$ cat src/rtl/vend_pkg.sv
// Shared types and constants for the vending dispenser.
// Latency: n/a (declarations only).
// Backpressure: n/a.
package vend_pkg;

  typedef enum logic [2:0] {
    ST_IDLE,
    ST_PROD_DRIVE,
    ST_PROD_WAIT,
    ST_CHG_DRIVE,
    ST_CHG_WAIT,
    ST_FAULT
  } state_t;

  // ui_in bit positions
  localparam int UI_PROD_REQ  = 0;
  localparam int UI_CHG_REQ   = 1;
  localparam int UI_PROD_DROP = 2;
  localparam int UI_COIN_DROP = 3;
  localparam int UI_FAULT_CLR = 4;

  // uo_out bit positions
  localparam int UO_PROD_MOTOR = 0;
  localparam int UO_CHG_SOL    = 1;
  localparam int UO_BUSY       = 2;
  localparam int UO_FAULT      = 3;
  localparam int UO_OVERFLOW   = 4;

  localparam int DEF_PULSE_CYCLES   = 8;
  localparam int DEF_TIMEOUT_CYCLES = 64;

  // Saturating 2-bit pending count: a request and a completion in the same
  // cycle cancel; a request at 3 is dropped (overflow is flagged by the caller).
  function automatic logic [1:0] pend_next(input logic [1:0] cur,
                                           input logic inc,
                                           input logic dec);
    logic [1:0] res;
    res = cur;
    if (inc && !dec && cur != 2'd3) res = cur + 2'd1;
    else if (dec && !inc && cur != 2'd0) res = cur - 2'd1;
    return res;
  endfunction

endpackage

$ cat src/rtl/vend_sync_edge.sv
// Two-flop synchronizer followed by a rising-edge detector for one sensor.
// Latency: edge pulse appears 2 cycles after the raw input rises.
// Backpressure: none; ena=0 freezes all flops.
module vend_sync_edge (
  input  logic clk,
  input  logic rst_n,
  input  logic ena,
  input  logic din,
  output logic pulse
);

  logic s1, s2, s3;

  // Synchronizer chain plus one history flop for edge detection
  always_ff @(posedge clk or negedge rst_n) begin
    if (!rst_n) begin
      s1 <= 1'b0;
      s2 <= 1'b0;
      s3 <= 1'b0;
    end else if (ena) begin
      s1 <= din;
      s2 <= s1;
      s3 <= s2;
    end
  end

  assign pulse = s2 & ~s3;

endmodule

$ cat src/rtl/tt_um_vend_dispenser.sv
// Vending dispenser: queues product/change requests and drives one actuator at a time.
// Latency: actuator rises 2 cycles after a request pulse when idle.
// Backpressure: up to 3 pending per kind; further requests dropped and flagged as overflow.
module tt_um_vend_dispenser
  import vend_pkg::*;
#(
  parameter int PULSE_CYCLES   = DEF_PULSE_CYCLES,
  parameter int TIMEOUT_CYCLES = DEF_TIMEOUT_CYCLES
) (
  input  logic       clk,
  input  logic       rst_n,
  input  logic       ena,
  input  logic [7:0] ui_in,
  output logic [7:0] uo_out,
  input  logic [7:0] uio_in,
  output logic [7:0] uio_out,
  output logic [7:0] uio_oe
);

  localparam int DRV_W = $clog2(PULSE_CYCLES) + 1;
  localparam int TMO_W = $clog2(TIMEOUT_CYCLES) + 1;

  state_t state, state_nxt;
  logic [DRV_W-1:0] drv_cnt;
  logic [TMO_W-1:0] tmo_cnt;
  logic drop_seen;
  logic [1:0] prod_pend, chg_pend;
  logic overflow, prod_motor, chg_sol, busy, fault;
  logic prod_edge, coin_edge;
  logic prod_done, chg_done;
  logic drive_end, tmo_end, drive_match;

  logic prod_req, chg_req, fault_clr;
  assign prod_req  = ui_in[UI_PROD_REQ];
  assign chg_req   = ui_in[UI_CHG_REQ];
  assign fault_clr = ui_in[UI_FAULT_CLR];

  logic unused_in;
  assign unused_in = &{1'b0, uio_in, ui_in[7:5]};

  vend_sync_edge u_prod_sync (
    .clk   (clk),
    .rst_n (rst_n),
    .ena   (ena),
    .din   (ui_in[UI_PROD_DROP]),
    .pulse (prod_edge)
  );

  vend_sync_edge u_coin_sync (
    .clk   (clk),
    .rst_n (rst_n),
    .ena   (ena),
    .din   (ui_in[UI_COIN_DROP]),
    .pulse (coin_edge)
  );

  assign drive_end   = (drv_cnt == DRV_W'(PULSE_CYCLES - 1));
  assign tmo_end     = (tmo_cnt == TMO_W'(TIMEOUT_CYCLES - 1));
  assign drive_match = ((state == ST_PROD_DRIVE) && prod_edge) ||
                       ((state == ST_CHG_DRIVE)  && coin_edge);

  // Next-state decision; product always wins over change in IDLE
  always_comb begin
    state_nxt = state;
    prod_done = 1'b0;
    chg_done  = 1'b0;
    case (state)
      ST_IDLE: begin
        if (prod_pend != 2'd0)     state_nxt = ST_PROD_DRIVE;
        else if (chg_pend != 2'd0) state_nxt = ST_CHG_DRIVE;
      end
      ST_PROD_DRIVE: if (drive_end) state_nxt = ST_PROD_WAIT;
      ST_PROD_WAIT: begin
        if (prod_edge || drop_seen) begin
          prod_done = 1'b1;
          state_nxt = ST_IDLE;
        end else if (tmo_end) begin
          state_nxt = ST_FAULT;
        end
      end
      ST_CHG_DRIVE: if (drive_end) state_nxt = ST_CHG_WAIT;
      ST_CHG_WAIT: begin
        if (coin_edge || drop_seen) begin
          chg_done  = 1'b1;
          state_nxt = ST_IDLE;
        end else if (tmo_end) begin
          state_nxt = ST_FAULT;
        end
      end
      ST_FAULT: if (fault_clr) state_nxt = ST_IDLE;
      default:  state_nxt = ST_IDLE;
    endcase
  end

  // FSM state, phase counters, drop latch and registered outputs
  always_ff @(posedge clk or negedge rst_n) begin
    if (!rst_n) begin
      state      <= ST_IDLE;
      drv_cnt    <= '0;
      tmo_cnt    <= '0;
      drop_seen  <= 1'b0;
      prod_motor <= 1'b0;
      chg_sol    <= 1'b0;
      busy       <= 1'b0;
      fault      <= 1'b0;
    end else if (ena) begin
      state      <= state_nxt;
      prod_motor <= (state_nxt == ST_PROD_DRIVE);
      chg_sol    <= (state_nxt == ST_CHG_DRIVE);
      busy       <= (state_nxt != ST_IDLE);
      fault      <= (state_nxt == ST_FAULT);

      if (state == ST_IDLE) begin
        drv_cnt   <= '0;
        drop_seen <= 1'b0;
      end else if (state == ST_PROD_DRIVE || state == ST_CHG_DRIVE) begin
        if (!drive_end) drv_cnt <= drv_cnt + DRV_W'(1);
        if (drive_match) drop_seen <= 1'b1;
      end

      // Held at zero through the drive phase so every wait starts fresh
      if (state == ST_PROD_DRIVE || state == ST_CHG_DRIVE) begin
        tmo_cnt <= '0;
      end else if ((state == ST_PROD_WAIT || state == ST_CHG_WAIT) && !tmo_end) begin
        tmo_cnt <= tmo_cnt + TMO_W'(1);
      end
    end
  end

  // Pending counters and sticky overflow; FAULT swallows requests silently
  always_ff @(posedge clk or negedge rst_n) begin
    if (!rst_n) begin
      prod_pend <= 2'd0;
      chg_pend  <= 2'd0;
      overflow  <= 1'b0;
    end else if (ena) begin
      if (state == ST_FAULT) begin
        if (fault_clr) begin
          prod_pend <= 2'd0;
          chg_pend  <= 2'd0;
          overflow  <= 1'b0;
        end
      end else begin
        prod_pend <= pend_next(prod_pend, prod_req, prod_done);
        chg_pend  <= pend_next(chg_pend, chg_req, chg_done);
        if ((prod_req && !prod_done && prod_pend == 2'd3) ||
            (chg_req  && !chg_done  && chg_pend  == 2'd3)) begin
          overflow <= 1'b1;
        end
      end
    end
  end

  assign uo_out  = {3'b000, overflow, fault, busy, chg_sol, prod_motor};
  assign uio_out = {4'b0000, chg_pend, prod_pend};
  assign uio_oe  = 8'h0F;

endmodule

$ cat config.mk
export PLATFORM = sky130hd
export DESIGN_NAME = tt_um_vend_dispenser
export DESIGN_NICKNAME = d
export VERILOG_FILES = /design/src/rtl/vend_pkg.sv /design/src/rtl/vend_sync_edge.sv /design/src/rtl/tt_um_vend_dispenser.sv
export SDC_FILE = /design/constraint.sdc
export NUM_CORES = 1
export LEC_CHECK = 0
export BUFFER_PORTS_ARGS = -buffer_cell sky130_fd_sc_hd__clkbuf_2
export CORE_MARGIN = 1
export CORE_UTILIZATION = 54
export DETAILED_ROUTE_END_ITERATION = 7
export PLACE_DENSITY = 0.78
export SLEW_MARGIN = 30
export SYNTH_ARGS = -nofsm -noshare
export SYNTH_HDL_FRONTEND = slang
export SYNTH_HIERARCHICAL = 1
export SYNTH_SLANG_ARGS = --single-unit
$ cat constraint.sdc
create_clock -name clk -period 1.9 [get_ports clk]
set_input_delay 0.095 -clock clk [delete_from_list [all_inputs] [get_ports clk]]
set_output_delay 0.095 -clock clk [all_outputs]
set_load 0.005 [all_outputs]
Word-level counts from Yosys, hierarchy flattened
Cells that the tools add are included.

word-level totals
  logic and storage cells = 114
  register bits after elaboration = 30
  input bits = 19

cells by class
  equality and inequality tests = 16
  $add $sub $neg = 6
  reduce and logical (&&, ||, !) cells = 40
  bitwise operators = 4
  multiplexer cells = 31

operators by type and width
  operator                                              count
  two-way mux 3 bit                                     8
  one-hot mux 3 bit (6 select lines)                    1
  AND reduction 3 bit                                   5
  two-way mux 2 bit                                     7
  two-way mux 7 bit                                     2
  logical AND 1 bit                                     13
  two-way mux 4 bit                                     3
  nonzero test 2 bit                                    6
  two-way mux 1 bit                                     10
  equality test 3 x 2 -> 1 bit (second input constant)  3
  equality test 3 bit (second input constant)           3
  nonzero test 3 bit                                    3
  adder 7 x 1 -> 7 bit (second input constant)          1
  equality test 7 x 6 -> 1 bit (second input constant)  1
  equality test 3 x 1 -> 1 bit (second input constant)  2
  logical OR 1 bit                                      6
  inequality test 2 bit (second input constant)         3
  logical NOT 1 bit                                     5
  adder 2 x 1 -> 2 bit (second input constant)          2
  adder 4 x 1 -> 4 bit (second input constant)          1
  equality test 2 bit (second input constant)           2
  equality test 4 x 3 -> 1 bit (second input constant)  1
  subtractor 2 x 1 -> 2 bit (second input constant)     2
  logical NOT 3 bit                                     1
  other kinds (4)                                       6

Depth between registers and ports, before layout
Gate-level depths: netlist (run 1).

  depth in word-level cells = 11
  mapped depth = 7
  depth with buffers taken out = 6

By module
The synthesis (run 1) kept the hierarchy.

by module, submodules not included
  module                area each (um^2)  cells each  instances
  tt_um_vend_dispenser  1635.3            191         1
  vend_sync_edge        115.1             7           2

Least setup slack after synthesis (run 1)
OpenSTA, ideal clock, no wires.

  path type = flip-flop to flip-flop
  start = reg drv_cnt[0]
  end = reg busy
  library setup time = 121 ps
  cell stages (with the launch flop) = 8
  data arrival time = 1647 ps
  period minus slack after synthesis = 1768 ps
  path slack = 132 ps
  cell sequence = dfrtp_1 > ha_1 > and3b_1 > clkbuf_1 > xnor2_1 > o22ai_1 > or3_1 > o22a_1

between the ends
  longest elaborated chain between the ends = 4
  elaborated cells between the ends (all ways) = 5

ends and longest elaborated chain
  element                                      line                                                    source
  start: declaration                           tt_um_vend_dispenser.sv:24                              logic [DRV_W-1:0] drv_cnt;
  start signal: assignment                     tt_um_vend_dispenser.sv:117                             if (!drive_end) drv_cnt <= drv_cnt + DRV_W'(1);
  equality test 4 x 3 -> 1 bit *               tt_um_vend_dispenser.sv:57                              assign drive_end = (drv_cnt == DRV_W'(PULSE_CYCLES - 1));
  two-way mux 3 bit, on equally long branches  tt_um_vend_dispenser.sv:81, tt_um_vend_dispenser.sv:72
  one-hot mux 3 bit (6 select lines) *         tt_um_vend_dispenser.sv:67                              case (state)
  nonzero test 3 bit *                         tt_um_vend_dispenser.sv:110                             busy <= (state_nxt != ST_IDLE);
  end signal: assignment                       tt_um_vend_dispenser.sv:110
  end: declaration                             tt_um_vend_dispenser.sv:28                              logic overflow, prod_motor, chg_sol, busy, fault;

Every way passes the cells marked *; elsewhere a longest branch is shown, timed or not.
A chain may end at the register's enable or synchronous reset.

Final worst setup path (run 1)
Same ends and word-level chain as after synthesis.

==> impl_results.md, run 1 <==
- Status: completed
- Die H: 60.78 um
- Count of cell types in the netlist: 55
- CTS clk-pin slew, worst paths: 0.09 ns
- Worst-path cell chain: ha_1 > and3b_2 > nand4b_1 > o211ai_1 > or3_1 > o22a_1
- Placer Congestion: 0.8462
- Top cell type's share of synthesized area: 40.24%
- Global-route wire length before repair: 6237 um
- Clock Latency Late Sink: 0.33 ns
- Ranking of synthesized cells by area: dfrtp_1 40%, buf_4 8.0%, nand2_1 3.6%
- Setup Buffers After CTS: 0
- Async SR Flop Fraction: 100.0%
- Final setup violation count: 0
- Kind of critical path: flip-flop to flip-flop
- Slowest stage delay, CP: 0.41 ns
- I/O Buffers: 16
- F_max: 0.5536 GHz
- ANT cells: 0
- CP arrival: 2.03 ns
- Total gr overflow: 0
- Starting density of the core: 59.17%
- Vias per inst: 5.451
- Syn_area_per_cell: 9.100 um2
- CP max stage cell: dfrtp_1
- Top FF cell, synth: dfrtp_1
- Largest delay share family, worst path: simple AND/OR/NAND/NOR gates
- Post-synthesis sequential area ratio: 40.24%
- Largest area contributor in the netlist: dfrtp_1
- Final TNS setup: 0 ns
- Yosys Warn Count: 6
- Crit path buf inv count: 0
- Post-Layout Cell Count: 268
- CP startpoint kind: flip-flop
- Most frequent cells after synthesis: 30 x dfrtp_1, 20 x buf_4, 18 x nand2_1
- Placed insts: 257
- HP Class: input pin to flip-flop
- CP endpoint kind: flip-flop
- Total wire length: 3481 um
- Worst-Margin Slew: 0.7112 ns
- Post-synth EDFFs: 0
- Max-cap violations: 0
- Die W: 60.78 um
- Post-Syn Area: 0.001866 mm2
- RSZ-0062 raised after global routing: true
- Critical-path maximum fanout: 5
- Most common cell in the netlist: dfrtp_1
- Aggregate global-route resource usage: 23.17%
- Total power: 2.159 mW
- Clk sinks: 30
- Vias in the first global route: 1,421
- Fin. Hold Viols: 0
- Initial antenna violation count: 0
- Routed Antenna Nets: 0
- DR WL/cell: 12.99 um
- Root Buffer: clkbuf_4
- Final Net Count: 244
- VDD IR max: 0.6794 mV
- Final Cycle Share: 95.08%
- Max clock buf depth: 2
- Largest net degree at the start of global routing: 31
- IO Pins: 43
- Initial detailed-routing violation count: 113
- Share of cells above drive strength 1: 21.88%
- Req. time, crit path: 2.12 ns
- Leak pwr: 0.9035 nW
- Power Density: 1068 mW/mm2
- H-tree level count: 2
- Post-synthesis cell count: 205
- Slew Limit Fails: 0
- Final Util: 64.09%
- Synthesis-stage register bit count: 30
- Die ar.: 0.003694 mm2
- Row cnt: 20
- Max-slew headroom: 52.59%
- CTS tree: done
- CORE AREA: 0.003153 mm2
- Dpl hpwl: 2547 um
- Tmin final: 1.806 ns
- Post-route DRC: 0
- P&R area growth vs syn: 8.317%
- Hold Worst Slack: 0.1955 ns
- Initial DRT Pass Iterations: 4
- CTS Buf Count: 5
- Worst clock skew: 0.004147 ns
- Vias post-DR: 1,461
power by group:
group	leakage, nW	total (mW)	internal [mW]	switching, mW
Combinational	0.509	0.765	0.373	0.392
Clock	0.0353	0.388	0.179	0.209
Sequential	0.360	1.01	0.802	0.203
Total	0.903	2.16	1.35	0.804
layer usage:
metal  GRT usage (%)  routed length, um
met3           5.330                166
met4           11.69                 50
met5               0                  0
met2           39.72               1699
met1           27.19               1565
logic make-up (layout without fill, tap and decap cells):
family / count (synthesis) / after routing / share of synthesized area, %
simple gates: 69 / 69 / 19.11
compound gates: 51 / 51 / 19.25
buf+inv: 37 / 43 / 12.14
flops: 30 / 30 / 40.24
mux: 8 / 8 / 4.695
xor+xnor: 6 / 6 / 2.817
fa+ha+maj: 2 / 2 / 1.341
other cells: 2 / 15 / 0.4026
flip-flops by register name (all words and copies together), names as in the netlist, 2 cells and up:
name	flops
drv_cnt	4
tmo_cnt	7
state	3
prod_pend	2
chg_pend	2
metrics by stage:
stage / worst slack [ns] / instance area, um2
finish: 0.09353 / 2021
global placement: 0.1298 / 1917
global route: -0.01236 / 2021
floorplan: 0.1319 / 1914
detailed placement: 0.08698 / 1917
CTS: 0.06668 / 2007
worst paths after layout:
path,startpoint,to,slack [ns],depth (start not counted)
worst min-delay path,ui_in[1],chg_pend[0],0.20,5
max in group asynchronous,rst_n,state[0],1.05,2
worst min register to register,prod_motor,prod_motor,0.49,1
min in group asynchronous,rst_n,prod_pend[1],0.35,2
worst max register to register,drv_cnt[0],busy,0.09,6
worst max-delay path,drv_cnt[0],busy,0.09,6
layout make-up:
cell class,instances,area [um2]
clock buffers,7,55.05
well taps,44,55.05
repair buffers,28,177.7
flip-flops and latches,30,752.0
fillers,272,1132
multi-input cells,151,949.7
inverters,7,26.28
clock inverters,1,5.005
cell usage in the layout, fill, tap and decap left out, types with 2 or more instances in the layout:
cell	n
ha_1	2
xnor2_1	4
nand3_1	3
clkbuf_2	16
mux2_2	6
o21bai_1	2
a21oi_1	12
nor3_1	5
a31oi_1	3
dfrtp_1	29
nand2b_1	2
conb_1	15
o31ai_1	2
dlygate4sd3_1	3
inv_1	6
or3_1	4
nor2_1	17
a22oi_1	2
buf_4	9
mux2i_1	2
o21ai_0	4
clkbuf_4	5
o22a_1	4
xor2_1	2
nor2b_1	5
o21ai_1	5
o2111ai_1	2
nor3b_1	3
nand2_1	18
worst register-to-register path, cell delays in order, from the launching register on:
cell and delay, ns:
dfrtp_1 0.41, ha_1 0.24, and3b_2 0.26, nand4b_1 0.11, o211ai_1 0.11, or3_1 0.41
o22a_1 0.17
what timing repair did:
item,CTS,global route
endpoints found under the setup margin,0,3
resized for setup,0,4
hold buffers,3,0
hold endpoints to repair,32,0
Power figures use the tool's default switching activity.
==> run 2: changes to the inputs <==
--- a/config.mk
+++ b/config.mk
@@ -7,9 +7,10 @@
 export LEC_CHECK = 0
 export BUFFER_PORTS_ARGS = -buffer_cell sky130_fd_sc_hd__clkbuf_2
 export CORE_MARGIN = 1
-export CORE_UTILIZATION = 54
+export CORE_UTILIZATION = 56
+export CTS_BUF_LIST = sky130_fd_sc_hd__clkbuf_4
 export DETAILED_ROUTE_END_ITERATION = 7
-export PLACE_DENSITY = 0.78
+export PLACE_DENSITY = 0.8
 export SLEW_MARGIN = 30
 export SYNTH_ARGS = -nofsm -noshare
 export SYNTH_HDL_FRONTEND = slang
==> impl_results.md, run 2 (synthesis results as in run 1) <==
- Global-route wire length before repair: 5664 um
- Worst clock skew: 0.01257 ns
- RSZ-0062 raised after global routing: false
- Initial antenna violation count: 0
- HP Class: input pin to flip-flop
- F_max: 0.5558 GHz
- Routed Antenna Nets: 0
- Final Net Count: 249
- Final setup violation count: 0
- CTS Buf Count: 5
- Max-slew headroom: 52.64%
- Die H: 59.72 um
- Setup Buffers After CTS: 0
- Final Cycle Share: 94.70%
- Row cnt: 20
- Critical-path maximum fanout: 3
- DR WL/cell: 12.60 um
- Post-Layout Cell Count: 273
- Root Buffer: clkbuf_4
- Power Density: 1057 mW/mm2
- Dpl hpwl: 2563 um
- Kind of critical path: flip-flop to flip-flop
- Max clock buf depth: 2
- # fillers: 287
- Vias post-DR: 1,481
- CP max stage cell: or3_1
- Final TNS setup: 0 ns
- Combinational share of power: 37.7%
- VDD IR max: 0.5597 mV
- Internal: 1.355 mW
- Clock Latency Late Sink: 0.33 ns
- Crit path buf inv count: 0
- Clk sinks: 30
- Most frequent cells in the layout: 29 x dfrtp_1, 18 x nand2_1, 17 x nor2_1, 16 x clkbuf_2, 15 x conb_1
- Post-route DRC: 0
- Total gr overflow: 0
- IO Pins: 43
- Vias per inst: 5.425
- Starting density of the core: 60.12%
- Largest net degree at the start of global routing: 31
- Leak pwr: 0.9256 nW
- Vias in the first global route: 1,326
- Top Registers: tmo_cnt x7, drv_cnt x4, state x3
- I/O Buffers: 16
- Final Util: 65.89%
- Worst-Margin Slew: 0.7104 ns
- P&R area growth vs syn: 9.591%
- H-tree level count: 2
- Flop2flop setup slack: 0.10 ns
- NetSw: 0.8058 mW
- Slowest stage delay, CP: 0.42 ns
- Worst-path cell chain: ha_1 > and3b_1 > xnor2_1 > o22ai_1 > or3_1 > o22a_1
- ANT cells: 0
- Post-DP Area: 0.001954 mm2
- Share of cells above drive strength 1: 22.71%
- Max FFs per register: 7
- CP endpoint kind: flip-flop
- Max-cap violations: 0
- Initial DRT Pass Iterations: 4
- Clk pwr share: 16.9%
- Die W: 59.72 um
- Aggregate global-route resource usage: 21.51%
- Placer Congestion: 0.8597
- CTS tree: done
- Req. time, crit path: 2.13 ns
- CORE AREA: 0.003103 mm2
- Total wire length: 3439 um
- CP arrival: 2.03 ns
- Placed insts: 262
- Initial detailed-routing violation count: 89
- CTS clk-pin slew, worst paths: 0.10 ns
- Tmin final: 1.799 ns
- Design Area, Final: 0.002044 mm2
- Die ar.: 0.003566 mm2
- Slew Limit Fails: 0
- CP startpoint kind: flip-flop
- Largest delay share family, worst path: simple AND/OR/NAND/NOR gates
- Fin. Hold Viols: 0
- Biggest register: tmo_cnt
- Sw Share: 37.29%
- Flop pwr share: 45.4%
- Most common cell after layout, fill and taps aside: dfrtp_1
- Status: completed
-- run 2: cell count changes in the layout (fill, tap and decap cells not counted), sizes merged --
cell    change
buf         +5
clkbuf      -1
clkinv      +1
-- run 2: per-layer routing --
metal / GRT usage, % / vias to the layer above / wire length (um)
li1: - / 742 / -
met1: 28.06 / 697 / 1648
met2: 34.13 / 37 / 1604
met3: 4.978 / 5 / 139
met4: 9.302 / 0 / 46
met5: 0 / - / 0
-- run 2: repair_timing --
| action | 4_1_cts | 5_1_grt |
|---|---|---|
| resized for setup | 0 | 2 |
| hold endpoints to repair | 32 | 0 |
| endpoints found under the setup margin | 0 | 2 |
| hold buffers | 3 | 0 |
-- run 2: cell type report --
type	count	area [um2]	area share, %
flip-flops and latches	30	752.0	36.78
inverters	7	26.28	1.285
multi-input cells	151	942.2	46.08
well taps	44	55.05	2.693
clock inverters	2	8.758	0.4284
repair buffers	33	215.2	10.53
clock buffers	6	45.04	2.203
-- run 2: path summary, 6_finish.rpt --
| path | cells past startpoint | from | end |
|---|---|---|---|
| worst max-delay path | 6 | drv_cnt[0] | busy |
| worst min-delay path | 2 | ena | state[0] |
| worst max register to register | 6 | drv_cnt[0] | busy |
| worst min register to register | 1 | tmo_cnt[5] | tmo_cnt[6] |
| max in group asynchronous | 2 | rst_n | state[2] |
| min in group asynchronous | 2 | rst_n | state[0] |
-- run 2: power groups by stage --
stage | Combinational [mW] | Sequential [mW] | Clock [mW]
6_report | 0.814 | 0.981 | 0.366
5_1_grt | 0.922 | 1.01 | 0.409
4_1_cts | 0.819 | 0.979 | 0.381
3_5_place_dp | 0.812 | 0.990 | 0
3_3_place_gp | 0.794 | 0.980 | 0
2_1_floorplan | 0.663 | 0.928 | 0
-- run 2: through the flow --
stage	power [mW]	setup slack, ns	hold WS, ns
2_1_floorplan	1.591	0.1319	-0.2006
3_3_place_gp	1.774	0.1192	0.1830
3_5_place_dp	1.801	0.09784	0.1870
4_1_cts	2.180	0.05084	0.1453
5_1_grt	2.340	0.02208	0.1658
6_report	2.161	0.1007	0.1629
==> run 3: changes to the inputs <==
--- a/config.mk
+++ b/config.mk
@@ -10,7 +10,7 @@
 export CORE_UTILIZATION = 56
 export CTS_BUF_LIST = sky130_fd_sc_hd__clkbuf_4
 export DETAILED_ROUTE_END_ITERATION = 7
-export PLACE_DENSITY = 0.8
+export PLACE_DENSITY = 0.82
 export SLEW_MARGIN = 30
 export SYNTH_ARGS = -nofsm -noshare
 export SYNTH_HDL_FRONTEND = slang
==> impl_results.md, run 3 (synthesis results as in run 1) <==
- Global-route wire length before repair: 6244 um
- R2R depth: 6
- Leak pwr: 0.9250 nW
- ANT cells: 0
- Final setup violation count: 0
- Post-DP Area: 0.001947 mm2
- CTS Buf Count: 5
- IO Pins: 43
- Row cnt: 20
- Total power: 2.203 mW
- Most common cell after layout, fill and taps aside: dfrtp_1
- Detail Route met3 WL: 119 um
- Top Registers: tmo_cnt x7, drv_cnt x4, state x3
- HP Class: input pin to flip-flop
- Status: completed
- CORE AREA: 0.003103 mm2
- Vias post-DR: 1,515
- Total gr overflow: 0
- Flop2flop setup slack: 0.08 ns
- Max clock buf depth: 2
- Highest routed layer: met4
- Power Density: 1074 mW/mm2
- Tmin final: 1.819 ns
- Worst-Margin Slew: 0.7529 ns
- Initial antenna violation count: 0
- Most frequent cells in the layout: 28 x dfrtp_1, 18 x nand2_1, 17 x nor2_1, 16 x clkbuf_2, 15 x conb_1
- Design Area, Final: 0.002052 mm2
- F_max: 0.5498 GHz
- Share of cells above drive strength 1: 24.02%
- Dpl hpwl: 2560 um
- H-tree level count: 2
- CP endpoint kind: flip-flop
- Starting density of the core: 60.12%
- CTS tree: done
- Placer Congestion: 0.8537
- Die ar.: 0.003566 mm2
- Req. time, crit path: 2.12 ns
- Largest net degree at the start of global routing: 31
- Vias in the first global route: 1,402
- CP Capture Point: busy
- Die W: 59.72 um
- Fin. Hold Viols: 0
- Worst clock skew: 0.008588 ns
- Routed wl met2: 1808 um
- Clk sinks: 30
- Post-route DRC: 0
- Max-cap violations: 0
- CP arrival: 2.04 ns
- Vias per inst: 5.549
- Max-slew headroom: 49.81%
- Critical path origin: drv_cnt[0]
- Slew Limit Fails: 0
- Root Buffer: clkbuf_4
- Clock Latency Late Sink: 0.33 ns
- Biggest register: tmo_cnt
- I/O Buffers: 16
- Critical R2R Launch: drv_cnt[0]
- Final Net Count: 249
- Worst slack, placed: 0.09872 ns
- P&R area growth vs syn: 9.993%
- DR WL/cell: 13.41 um
- Placed insts: 261
- Total wire length: 3661 um
- Kind of critical path: flip-flop to flip-flop
- Final Cycle Share: 95.73%
- Routed Antenna Nets: 0
- Worst R2R End: busy
- Final Util: 66.13%
- CP startpoint kind: flip-flop
- Post-Layout Cell Count: 273
- Final worst setup slack: 0.08116 ns
- DRT met1 WL: 1672 um
- Aggregate global-route resource usage: 23.75%
- CTS clk-pin slew, worst paths: 0.09 ns
- Initial DRT Pass Iterations: 4
- VDD IR max: 0.5501 mV
- Critical-path maximum fanout: 5
- Initial detailed-routing violation count: 111
- Max FFs per register: 7
- Die H: 59.72 um
run 3: cell counts in the layout (fill, tap and decap cells not counted):
Identical to the previous run, type by type.
run 3: how the worst min path moves through the flow:
stage / startpoint / to / slack (ns) / depth (start not counted)
2_1_floorplan: rst_n / busy / -0.20 / 0
3_3_place_gp: rst_n / prod_pend[1] / 0.19 / 1
3_5_place_dp: rst_n / prod_pend[1] / 0.19 / 1
4_1_cts: ui_in[1] / chg_pend[0] / 0.16 / 5
5_1_grt: ui_in[4] / chg_pend[1] / 0.19 / 4
6_report: ui_in[1] / chg_pend[0] / 0.17 / 5
run 3: area by class of cell:
class	instances	area, um2
clock buffer	6	45.04
clock inverter	2	8.758
fill	288	1051
inverter	7	26.28
multi-input combinational	151	948.4
sequential	30	753.2
tap	44	55.05
timing repair buffer	33	215.2
run 3: worst max-delay path: stages (launching register included):
cell	delay (ns)
dfrtp_1	0.40
ha_1	0.23
and3b_2	0.26
xnor2_1	0.14
o22ai_1	0.12
or3_4	0.40
o22a_1	0.16
run 3: per-layer routing:
metal  vias to the layer above  track usage (%)
met5                         -                0
met3                         7            6.494
met2                        30            37.78
li1                        744                -
met1                       734            30.82
met4                         0            8.970
run 3: timing repair:
action                     CTS  global route
buffers inserted             0             1
setup endpoints to repair    0             9
hold endpoints to repair    32             0
resized for setup            0             5
hold buffers                 3             0
run 3: power by group:
part | internal (mW) | switching, mW | total, mW
logic | 0.414 | 0.419 | 0.833
clock network | 0.153 | 0.223 | 0.376
registers | 0.804 | 0.191 | 0.994
total | 1.37 | 0.832 | 2.20
run 3: metrics by stage:
stage	hold slack, ns	TNS, ns
after floorplan	-0.2006	0
after global placement	0.1874	0
after detailed placement	0.1923	0
after CTS	0.1557	0
after global routing	0.1906	-0.009385
final	0.1668	0
